[config.mk]
export PLATFORM = sky130hd
export DESIGN_NAME = pixel_scan_ctrl
export DESIGN_NICKNAME = d
export VERILOG_FILES = /design/src/rtl/img_ctrl_pkg.sv /design/src/rtl/pix_skid_fifo.sv /design/src/rtl/pixel_scan_ctrl.sv
export SDC_FILE = /design/constraint.sdc
export NUM_CORES = 1
export LEC_CHECK = 0
export ABC_CLOCK_PERIOD_IN_PS = 2600
export BUFFER_PORTS_ARGS = -buffer_cell sky130_fd_sc_hd__buf_2
export CAP_MARGIN = 40
export CORE_MARGIN = 8
export CORE_UTILIZATION = 51
export CTS_CLUSTER_SIZE = 10
export DETAILED_ROUTE_END_ITERATION = 7
export GPL_ROUTABILITY_DRIVEN = 0
export PLACE_DENSITY = 0.76
export SYNTH_ARGS = -nofsm -noshare
export SYNTH_HDL_FRONTEND = slang
export SYNTH_SLANG_ARGS = --single-unit
export TNS_END_PERCENT = 100
[constraint.sdc]
create_clock -name HCLK -period 2.6 [get_ports HCLK]
set_input_delay 0.52 -clock HCLK [delete_from_list [all_inputs] [get_ports HCLK]]
set_output_delay 0.52 -clock HCLK [all_outputs]
set_load 0.01 [all_outputs]
[src/rtl/img_ctrl_pkg.sv]
// Shared types and widths for the pixel scan controller and its skid FIFO.
package img_ctrl_pkg;

  localparam int PIX_W   = 24;
  localparam int COORD_W = 11;

  typedef enum logic [1:0] {
    S_IDLE  = 2'd0,
    S_RUN   = 2'd1,
    S_DRAIN = 2'd2
  } state_t;

  typedef struct packed {
    logic [COORD_W-1:0] row;
    logic [COORD_W-1:0] col;
    logic               last;
  } pix_tag_t;

  // FIFO entry layout: {data, tag}, tag occupies the low bits.
  localparam int TAG_W    = $bits(pix_tag_t);
  localparam int DATA_OFS = TAG_W;
  localparam int ENTRY_W  = PIX_W + TAG_W;

endpackage

[src/rtl/pix_skid_fifo.sv]
// Two-entry FIFO holding tagged pixels; push and pop may share a cycle, flush empties it.
module pix_skid_fifo
  import img_ctrl_pkg::*;
#(
  parameter int DATA_W = ENTRY_W
) (
  input  logic              clk_i,
  input  logic              rst_ni,
  input  logic              flush_i,
  input  logic              push_i,
  input  logic [DATA_W-1:0] push_data_i,
  input  logic              pop_i,
  output logic [DATA_W-1:0] head_o,
  output logic [1:0]        count_o
);

  logic [DATA_W-1:0] mem_q [2];
  logic              wr_ptr_q;
  logic              rd_ptr_q;
  logic [1:0]        count_q;
  logic              do_pop;
  logic              do_push;

  assign do_pop  = pop_i && (count_q != 2'd0);
  assign do_push = push_i && ((count_q != 2'd2) || do_pop);

  always_ff @(posedge clk_i) begin
    if (!rst_ni) begin
      for (int i = 0; i < 2; i++) mem_q[i] <= '0;
      wr_ptr_q <= 1'b0;
      rd_ptr_q <= 1'b0;
      count_q  <= 2'd0;
    end else if (flush_i) begin
      wr_ptr_q <= 1'b0;
      rd_ptr_q <= 1'b0;
      count_q  <= 2'd0;
    end else begin
      if (do_push) begin
        mem_q[wr_ptr_q] <= push_data_i;
        wr_ptr_q        <= ~wr_ptr_q;
      end
      if (do_pop) rd_ptr_q <= ~rd_ptr_q;
      count_q <= count_q + {1'b0, do_push} - {1'b0, do_pop};
    end
  end

  assign head_o  = mem_q[rd_ptr_q];
  assign count_o = count_q;

endmodule

[src/rtl/pixel_scan_ctrl.sv]
// Raster frame sequencer: issues one pixel read per pixel and streams tagged pixels out.
// Define IMG_ROTATE_EN for 90-degree clockwise rotation of destination coordinates.
module pixel_scan_ctrl
  import img_ctrl_pkg::*;
#(
  parameter int MAX_W  = 768,
  parameter int MAX_H  = 512,
  parameter int ADDR_W = 19
) (
  input  logic               HCLK,
  input  logic               HRESETn,
  input  logic               start,
  input  logic               abort,
  input  logic [COORD_W-1:0] cfg_width,
  input  logic [COORD_W-1:0] cfg_height,
  output logic               busy,
  output logic               done,
  output logic               cfg_err,
  output logic               rd_en,
  output logic [ADDR_W-1:0]  rd_addr,
  input  logic [PIX_W-1:0]   rd_data,
  output logic               out_valid,
  input  logic               out_ready,
  output logic [PIX_W-1:0]   out_data,
  output logic [COORD_W-1:0] out_row,
  output logic [COORD_W-1:0] out_col,
  output logic               out_last,
  output logic [COORD_W-1:0] out_width,
  output logic [COORD_W-1:0] out_height
);

  localparam logic [COORD_W-1:0] MAX_W_C = COORD_W'(MAX_W);
  localparam logic [COORD_W-1:0] MAX_H_C = COORD_W'(MAX_H);
  localparam logic [COORD_W-1:0] ONE     = COORD_W'(1);

  state_t             state_q, state_d;
  logic [COORD_W-1:0] width_q, height_q, row_q, col_q;
  logic [ADDR_W-1:0]  addr_q;
  logic               inflight_q;
  pix_tag_t           inflight_tag_q;
  logic               done_q, cfg_err_q;

  logic               dims_ok, start_ok, abort_now, xfer, last_rd, last_xfer;
  logic [1:0]         fifo_cnt;
  logic [ENTRY_W-1:0] fifo_head;
  pix_tag_t           head_tag, issue_tag;

  assign dims_ok   = (cfg_width != '0) && (cfg_width <= MAX_W_C) &&
                     (cfg_height != '0) && (cfg_height <= MAX_H_C);
  assign start_ok  = (state_q == S_IDLE) && start && dims_ok;
  assign abort_now = (state_q != S_IDLE) && abort;
  assign xfer      = out_valid && out_ready;
  assign last_rd   = (row_q == height_q - ONE) && (col_q == width_q - ONE);
  assign head_tag  = fifo_head[TAG_W-1:0];
  assign last_xfer = xfer && head_tag.last;

  // Credit: at most two pixels between issue and hand-off, refilled by each transfer.
  assign rd_en = (state_q == S_RUN) &&
                 (((fifo_cnt + {1'b0, inflight_q}) < 2'd2) || xfer);

  always_comb begin
    issue_tag      = '0;
    issue_tag.last = last_rd;
`ifdef IMG_ROTATE_EN
    issue_tag.row  = col_q;
    issue_tag.col  = height_q - ONE - row_q;
`else
    issue_tag.row  = row_q;
    issue_tag.col  = col_q;
`endif
  end

  always_ff @(posedge HCLK) begin
    if (!HRESETn) state_q <= S_IDLE;
    else          state_q <= state_d;
  end

  always_comb begin
    state_d = state_q;
    case (state_q)
      S_IDLE:  if (start_ok) state_d = S_RUN;
      S_RUN: begin
        if (abort)                 state_d = S_IDLE;
        else if (rd_en && last_rd) state_d = S_DRAIN;
      end
      S_DRAIN: if (abort || last_xfer) state_d = S_IDLE;
      default: state_d = S_IDLE;
    endcase
  end

  always_ff @(posedge HCLK) begin
    if (!HRESETn) begin
      width_q        <= '0;
      height_q       <= '0;
      row_q          <= '0;
      col_q          <= '0;
      addr_q         <= '0;
      inflight_q     <= 1'b0;
      inflight_tag_q <= '0;
      done_q         <= 1'b0;
      cfg_err_q      <= 1'b0;
    end else begin
      done_q     <= (state_q == S_DRAIN) && last_xfer && !abort;
      cfg_err_q  <= (state_q == S_IDLE) && start && !dims_ok;
      inflight_q <= rd_en && !abort;
      if (rd_en) inflight_tag_q <= issue_tag;
      if (start_ok) begin
        width_q  <= cfg_width;
        height_q <= cfg_height;
        row_q    <= '0;
        col_q    <= '0;
        addr_q   <= '0;
      end else if (rd_en) begin
        addr_q <= addr_q + ADDR_W'(1);
        if (col_q == width_q - ONE) begin
          col_q <= '0;
          row_q <= row_q + ONE;
        end else begin
          col_q <= col_q + ONE;
        end
      end
    end
  end

  pix_skid_fifo #(.DATA_W(ENTRY_W)) u_fifo (
    .clk_i      (HCLK),
    .rst_ni     (HRESETn),
    .flush_i    (abort_now),
    .push_i     (inflight_q),
    .push_data_i({rd_data, inflight_tag_q}),
    .pop_i      (xfer),
    .head_o     (fifo_head),
    .count_o    (fifo_cnt)
  );

  assign busy      = (state_q != S_IDLE);
  assign done      = done_q;
  assign cfg_err   = cfg_err_q;
  assign rd_addr   = addr_q;
  assign out_valid = (fifo_cnt != 2'd0);
  assign out_data  = fifo_head[DATA_OFS +: PIX_W];
  assign out_row   = head_tag.row;
  assign out_col   = head_tag.col;
  assign out_last  = head_tag.last;
`ifdef IMG_ROTATE_EN
  assign out_width  = height_q;
  assign out_height = width_q;
`else
  assign out_width  = width_q;
  assign out_height = height_q;
`endif

endmodule

Yosys cells after proc, flatten, opt, wreduce, memory -nomap -nowiden

Memory sizes are Yosys's and may differ from the RTL's. A register that Yosys moved wholly into a read port is not among the register bits.
Cells that the tools add are included.

Flip-flop bits (word level): 95
RAM bits: 94
Input port bits: 51
Output and inout port bits: 93
Logic and storage cells: 86
Memories kept: 1

Memory list:

| name         | depth | bits a word | read ports | clocked after memory_dff | write ports | line                | source |
|---|---|---|---|---|---|---|---|
| u_fifo.mem_q | 2     | 47          | 1          | 1                        | 2           | pix_skid_fifo.sv:17 | `logic [DATA_W-1:0] mem_q [2];` |

Add/sub/neg operators: 8
Magnitude comparators: 3
Equality and inequality tests: 8
Mux-type cells: 16
Bitwise logic cells: 3
Reduce and logical (&&, ||, !) cells: 32

Operator list:

| kind                                                                    | count |
|---|---|
| 47-bit 2-to-1 mux                                                       | 1 |
| 47-bit OR reduction                                                     | 1 |
| 11-bit by 1-bit adder with 11-bit output, second input constant         | 2 |
| 11-bit == test                                                          | 2 |
| 11-bit by 10-bit <= comparator with 1-bit output, second input constant | 2 |
| 11-bit nonzero test                                                     | 2 |
| 11-bit by 1-bit subtractor with 11-bit output, second input constant    | 2 |
| 19-bit by 1-bit adder with 19-bit output, second input constant         | 1 |
| 1-bit logical AND                                                       | 17 |
| 11-bit 2-to-1 mux                                                       | 1 |
| 1-bit 2-to-1 mux                                                        | 9 |
| 2-bit 2-to-1 mux                                                        | 4 |
| 2-bit inequality test, second input constant                            | 3 |
| 2-bit case mux with 3 select lines                                      | 1 |
| 2-bit by 1-bit adder with 2-bit output                                  | 2 |
| 2-bit nonzero test                                                      | 2 |
| 2-bit OR reduction                                                      | 2 |
| 1-bit logical OR                                                        | 3 |
| 3-bit by 2-bit inequality test with 1-bit output, second input constant | 1 |
| 1-bit NOT                                                               | 3 |
| 3-bit AND reduction                                                     | 1 |
| 2-bit by 1-bit == test with 1-bit output, second input constant         | 1 |
| 2-bit == test, second input constant                                    | 1 |
| 1-bit logical NOT                                                       | 2 |
| other kinds (4)                                                         | 4 |

Depth between registers and ports, before layout

Depth after elaboration: 11
Gate-level depth with buffers: 11
Gate-level depth less buffers: 9

Modules after synthesis

From an unflattened synthesis, not the netlist that was laid out.

Cell total of the unflattened synthesis: 818
Area, all modules: 8937.3 µm²

Modules (own cells, without submodules):

| module          | instances | cells each | area each (µm²) | sequential area each (µm²) |
|---|---|---|---|---|
| pixel_scan_ctrl | 1         | 541        | 4606.9          | 1821.7 |
| pix_skid_fifo   | 1         | 277        | 4330.4          | 2922.8 |

Least setup slack after synthesis

OpenSTA, ideal clock, no wires.

Path type: register -> register
Start: register state_q[1]
End: memory u_fifo.mem_q[0][0] in the netlist's numbering (enable)
Library setup time: 412 ps
Data arrival time: 2529 ps
Required time: 2188 ps
Setup slack: -341 ps
Cell stages (with the launch flop): 7
Path buffers: 1
Clock period less this slack: 2941 ps
Path through: dfxtp_1 -> or2_2 -> nand2_1 -> nand2_1 -> nor3_1 -> clkbuf_1 -> nand2b_1

RTL lines:

| item                     | line                  | source |
|---|---|---|
| start: declaration       | pixel_scan_ctrl.sv:36 | `state_t state_q, state_d;` |
| start signal: assignment | pixel_scan_ctrl.sv:75 | `else state_q <= state_d;` |
| end: declaration         | pix_skid_fifo.sv:17   |  |

Worst setup path after layout

Start: register width_q[0], in the netlist out_width[0]
End: register row_q[5]

Cells in the longest elaborated chain, start to end: 3

Ends and longest elaborated chain:

| item                                          | line                   | source |
|---|---|---|
| start: declaration                            | pixel_scan_ctrl.sv:37  | `logic [COORD_W-1:0] width_q, height_q, row_q, col_q;` |
| start signal: assignment                      | pixel_scan_ctrl.sv:108 | `width_q <= cfg_width;` |
| 11-bit by 1-bit subtractor with 11-bit output | pixel_scan_ctrl.sv:115 | `if (col_q == width_q - ONE) begin` |
| 11-bit == test                                | pixel_scan_ctrl.sv:115 |  |
| 2-bit AND reduction (no source line)          | n/a                    |  |
| end signal: assignment                        | pixel_scan_ctrl.sv:117 | `row_q <= row_q + ONE;` |
| end: declaration                              | pixel_scan_ctrl.sv:37  |  |

Every way passes these cells.
A chain may end at the register's enable or synchronous reset.

==> reports/metrics.csv <==
metric,value,unit
drt_pass1_iterations,5,
async_flop_share,0,%
synth_edf_count,94,
max-cap-violations,0,
endpoint_kind,register,
relSlewSlack,61.1,%
vdd_drop_max,0.503,mV
ys_ff_latch,190,
wl,20.0,mm
rrSetupSlack,0.05,ns
r2r-start,out_width[0],
rsz0062_at_grt,yes,
die-area,21700,sq um
finalClockSkew,0.00675,ns
via_per_inst,5.44,
crit_type,reg2reg,
leakage,0.00461,uW
cp.arrival,2.87,ns
worstMarginPinSlew,0.582,ns
holdBufCountCts,0,
nets,1021,
hold_violations,0,
cts-buffers-inserted,17,
cpMaxStageDelayCell,or4_4,
initial_utilization,51.5,%
synth_seq_area_share,54.0,%
htree_levels,4,
wl_per_cell,16.7,um
grt_pass1_vias,6483,
grt_max_degree,48,
min_path_cells,3,
num_io_pins,144,
coreArea,17100,sq um
ys.flop_type,dfxtp_1,
root_buffer,clkbuf_16,
yosysTopAreaCell,edfxtp_1,
holdPathEnd,out_height[1],
hold_start,cfg_height[1],
crit_buf_inv,2,
syn_area,8780,sq um
drc,0,
status,completed,
max_stage_delay,0.54,ns
cts.path.max_buffers,2,
die_w,147,um
antenna_found_initial,0,
path_max_fanout,6,
grt.overflow.total,0,
synthTopCellsByCount,"dfxtp_1 (96), edfxtp_1 (94), nand2_1 (77)",
cts_tree,built,
power_density,635,nW/um^2
yosys-top-cells-area,"edfxtp_1 (32%), dfxtp_1 (22%), mux2_2 (6.0%)",
grt_pass1_wl,32.6,mm
min_period,2.55,ns
multiInputGateArea,3820,sq um
setup_violations,0,
crit_chain,or4_4 > or3_4 > a21oi_4 > o21ai_1 > or3_4 > buf_4 > buf_4 > o211ai_1 > nand2_1,
yosysWarnings,0,
vias,6528,
synthMostInstantiatedCell,dfxtp_1,
critPathLaunchType,register,
grtUsageTotal,18.3,%
worst_ep_required_time,2.92,ns
cp.depth,9,
clk_latency,0.42,ns
drt_iter0_drc,435,
postRouteAntennaNets,0,
min_period_over_period,97.9,%
clock_sink_count,190,
regArea,4750,sq um
synth_cell_types,63,
cp_top_family,simple AND/OR/NAND/NOR gates,
chipHeight,147,um
syn_inst,818,
portBuffers,143,
totalNegativeSetupSlack,0,ns
synth_fp_nets,876,
rr_endpoint,row_q[5],
n_antenna_cell,0,
max_freq,393,MHz
slew_viol_final,0,
synth_top_area_share,32.1,%
hpwl,13.4,mm
hold_path_class,in2reg,
syn_area_per_cell,10.7,sq um
nFillCells,1400,
syn_to_final_growth,20.6,%
path_clk_slew,0.07,ns
rows,48,
drive_gt1_share,29.4,%
power,6730,uW
reg2regPathDepth,9,
## registers in the layout (all words and copies together) (netlist names), named ones only
signal	count
u_fifo.rd_ptr_q	1
u_fifo.mem_q	94
rd_addr	19
out_width	11
state_q	2
col_q	11
u_fifo.wr_ptr_q	1
u_fifo.count_o	2
row_q	11
done	1
cfg_err	1
out_height	11
inflight_tag_q	23
inflight_q	1
## metrics by stage
| stage | std cells | utilization (%) | hold slack (ns) | area [sq um] | setup WS [ns] |
|---|---|---|---|---|---|
| after floorplan | 818 | - | 0.440 | 8800 | 0.00381 |
| after detailed placement | 1163 | 57.7 | 0.456 | 9840 | 0.00467 |
| after global routing | 1201 | 62.1 | 0.332 | 10600 | -0.0114 |
| after global placement | 1163 | 57.7 | 0.447 | 9840 | 0.0800 |
| after CTS | 1199 | 61.7 | 0.326 | 10500 | 0.0175 |
| final | 1201 | 62.1 | 0.341 | 10600 | 0.0542 |
## repair_timing
item                       CTS  global route
cloned                       0             0
resized for setup            6            10
setup endpoints to repair    1            10
pin swaps                    2             4
setup buffers                4             2
## tightest hold or removal path, cell delays in order
cell and delay, ns:
buf_2 0.09, mux2i_1 0.05, nor2_1 0.07
## metal layers
metal | up-vias | routed length (um) | track usage [%]
li1 | 3197 | - | -
met1 | 3094 | 9230 | 24.2
met2 | 209 | 9270 | 29.3
met3 | 28 | 1280 | 4.89
met4 | 0 | 250 | 4.90
met5 | - | 0 | 0
## cells by family after synthesis
| family | after synthesis | synth area share, % |
|---|---|---|
| flip-flops | 190 | 54.0 |
| buffers and inverters | 69 | 3.42 |
| adder cells (fa/ha/maj) | 7 | 0.997 |
| multiplexers | 71 | 8.76 |
| AO/OA/AOI/OAI | 76 | 5.44 |
| XOR/XNOR | 57 | 5.84 |
| AND/OR/NAND/NOR | 348 | 21.5 |
## cell usage in the layout (no fill, tap or decap), drive strengths merged, types with 5 or more instances in the layout
cell	synthesis	routed
nand2b	7	7
o211ai	10	10
mux2	47	47
xnor2	22	22
nand2	77	77
nor4	8	8
buf	12	179
nor2	58	58
o21ai	9	9
or3	11	11
nor3	17	17
mux2i	24	24
nand4	17	17
and3	58	58
clkbuf	41	19
dfxtp	96	96
inv	15	18
xor2	34	34
bufinv	0	5
ha	7	7
edfxtp	94	94
a21oi	37	37
nand3	15	15
or4	8	8
and2	50	50
## how the worst max path moves through the flow
stage / start / end / slack, ns
2_1_floorplan: out_width[0] / row_q[6] / 0.004
3_3_place_gp: out_width[0] / row_q[10] / 0.08
3_5_place_dp: out_width[0] / row_q[10] / 0.005
4_1_cts: out_width[0] / row_q[5] / 0.02
5_1_grt: out_width[1] / row_q[6] / -0.01
6_report: out_width[0] / row_q[5] / 0.05
## report_power, final
group | leakage (uW) | switching (uW) | total, uW | internal [uW]
combinational | 0.00257 | 347 | 657 | 310
sequential | 0.00174 | 43.8 | 3250 | 3200
clock | 0.000306 | 1110 | 2830 | 1710
total | 0.00461 | 1500 | 6730 | 5230
## cell type report
type	instances	area share (%)
Clock inverter	13	1.97
Clock buffer	19	4.09
Multi-Input combinational cell	559	36.1
Sequential cell	190	44.8
Timing Repair Buffer	179	9.78
Inverter	16	0.567
Tap cell	225	2.66
(Power assumes the default switching activity.)
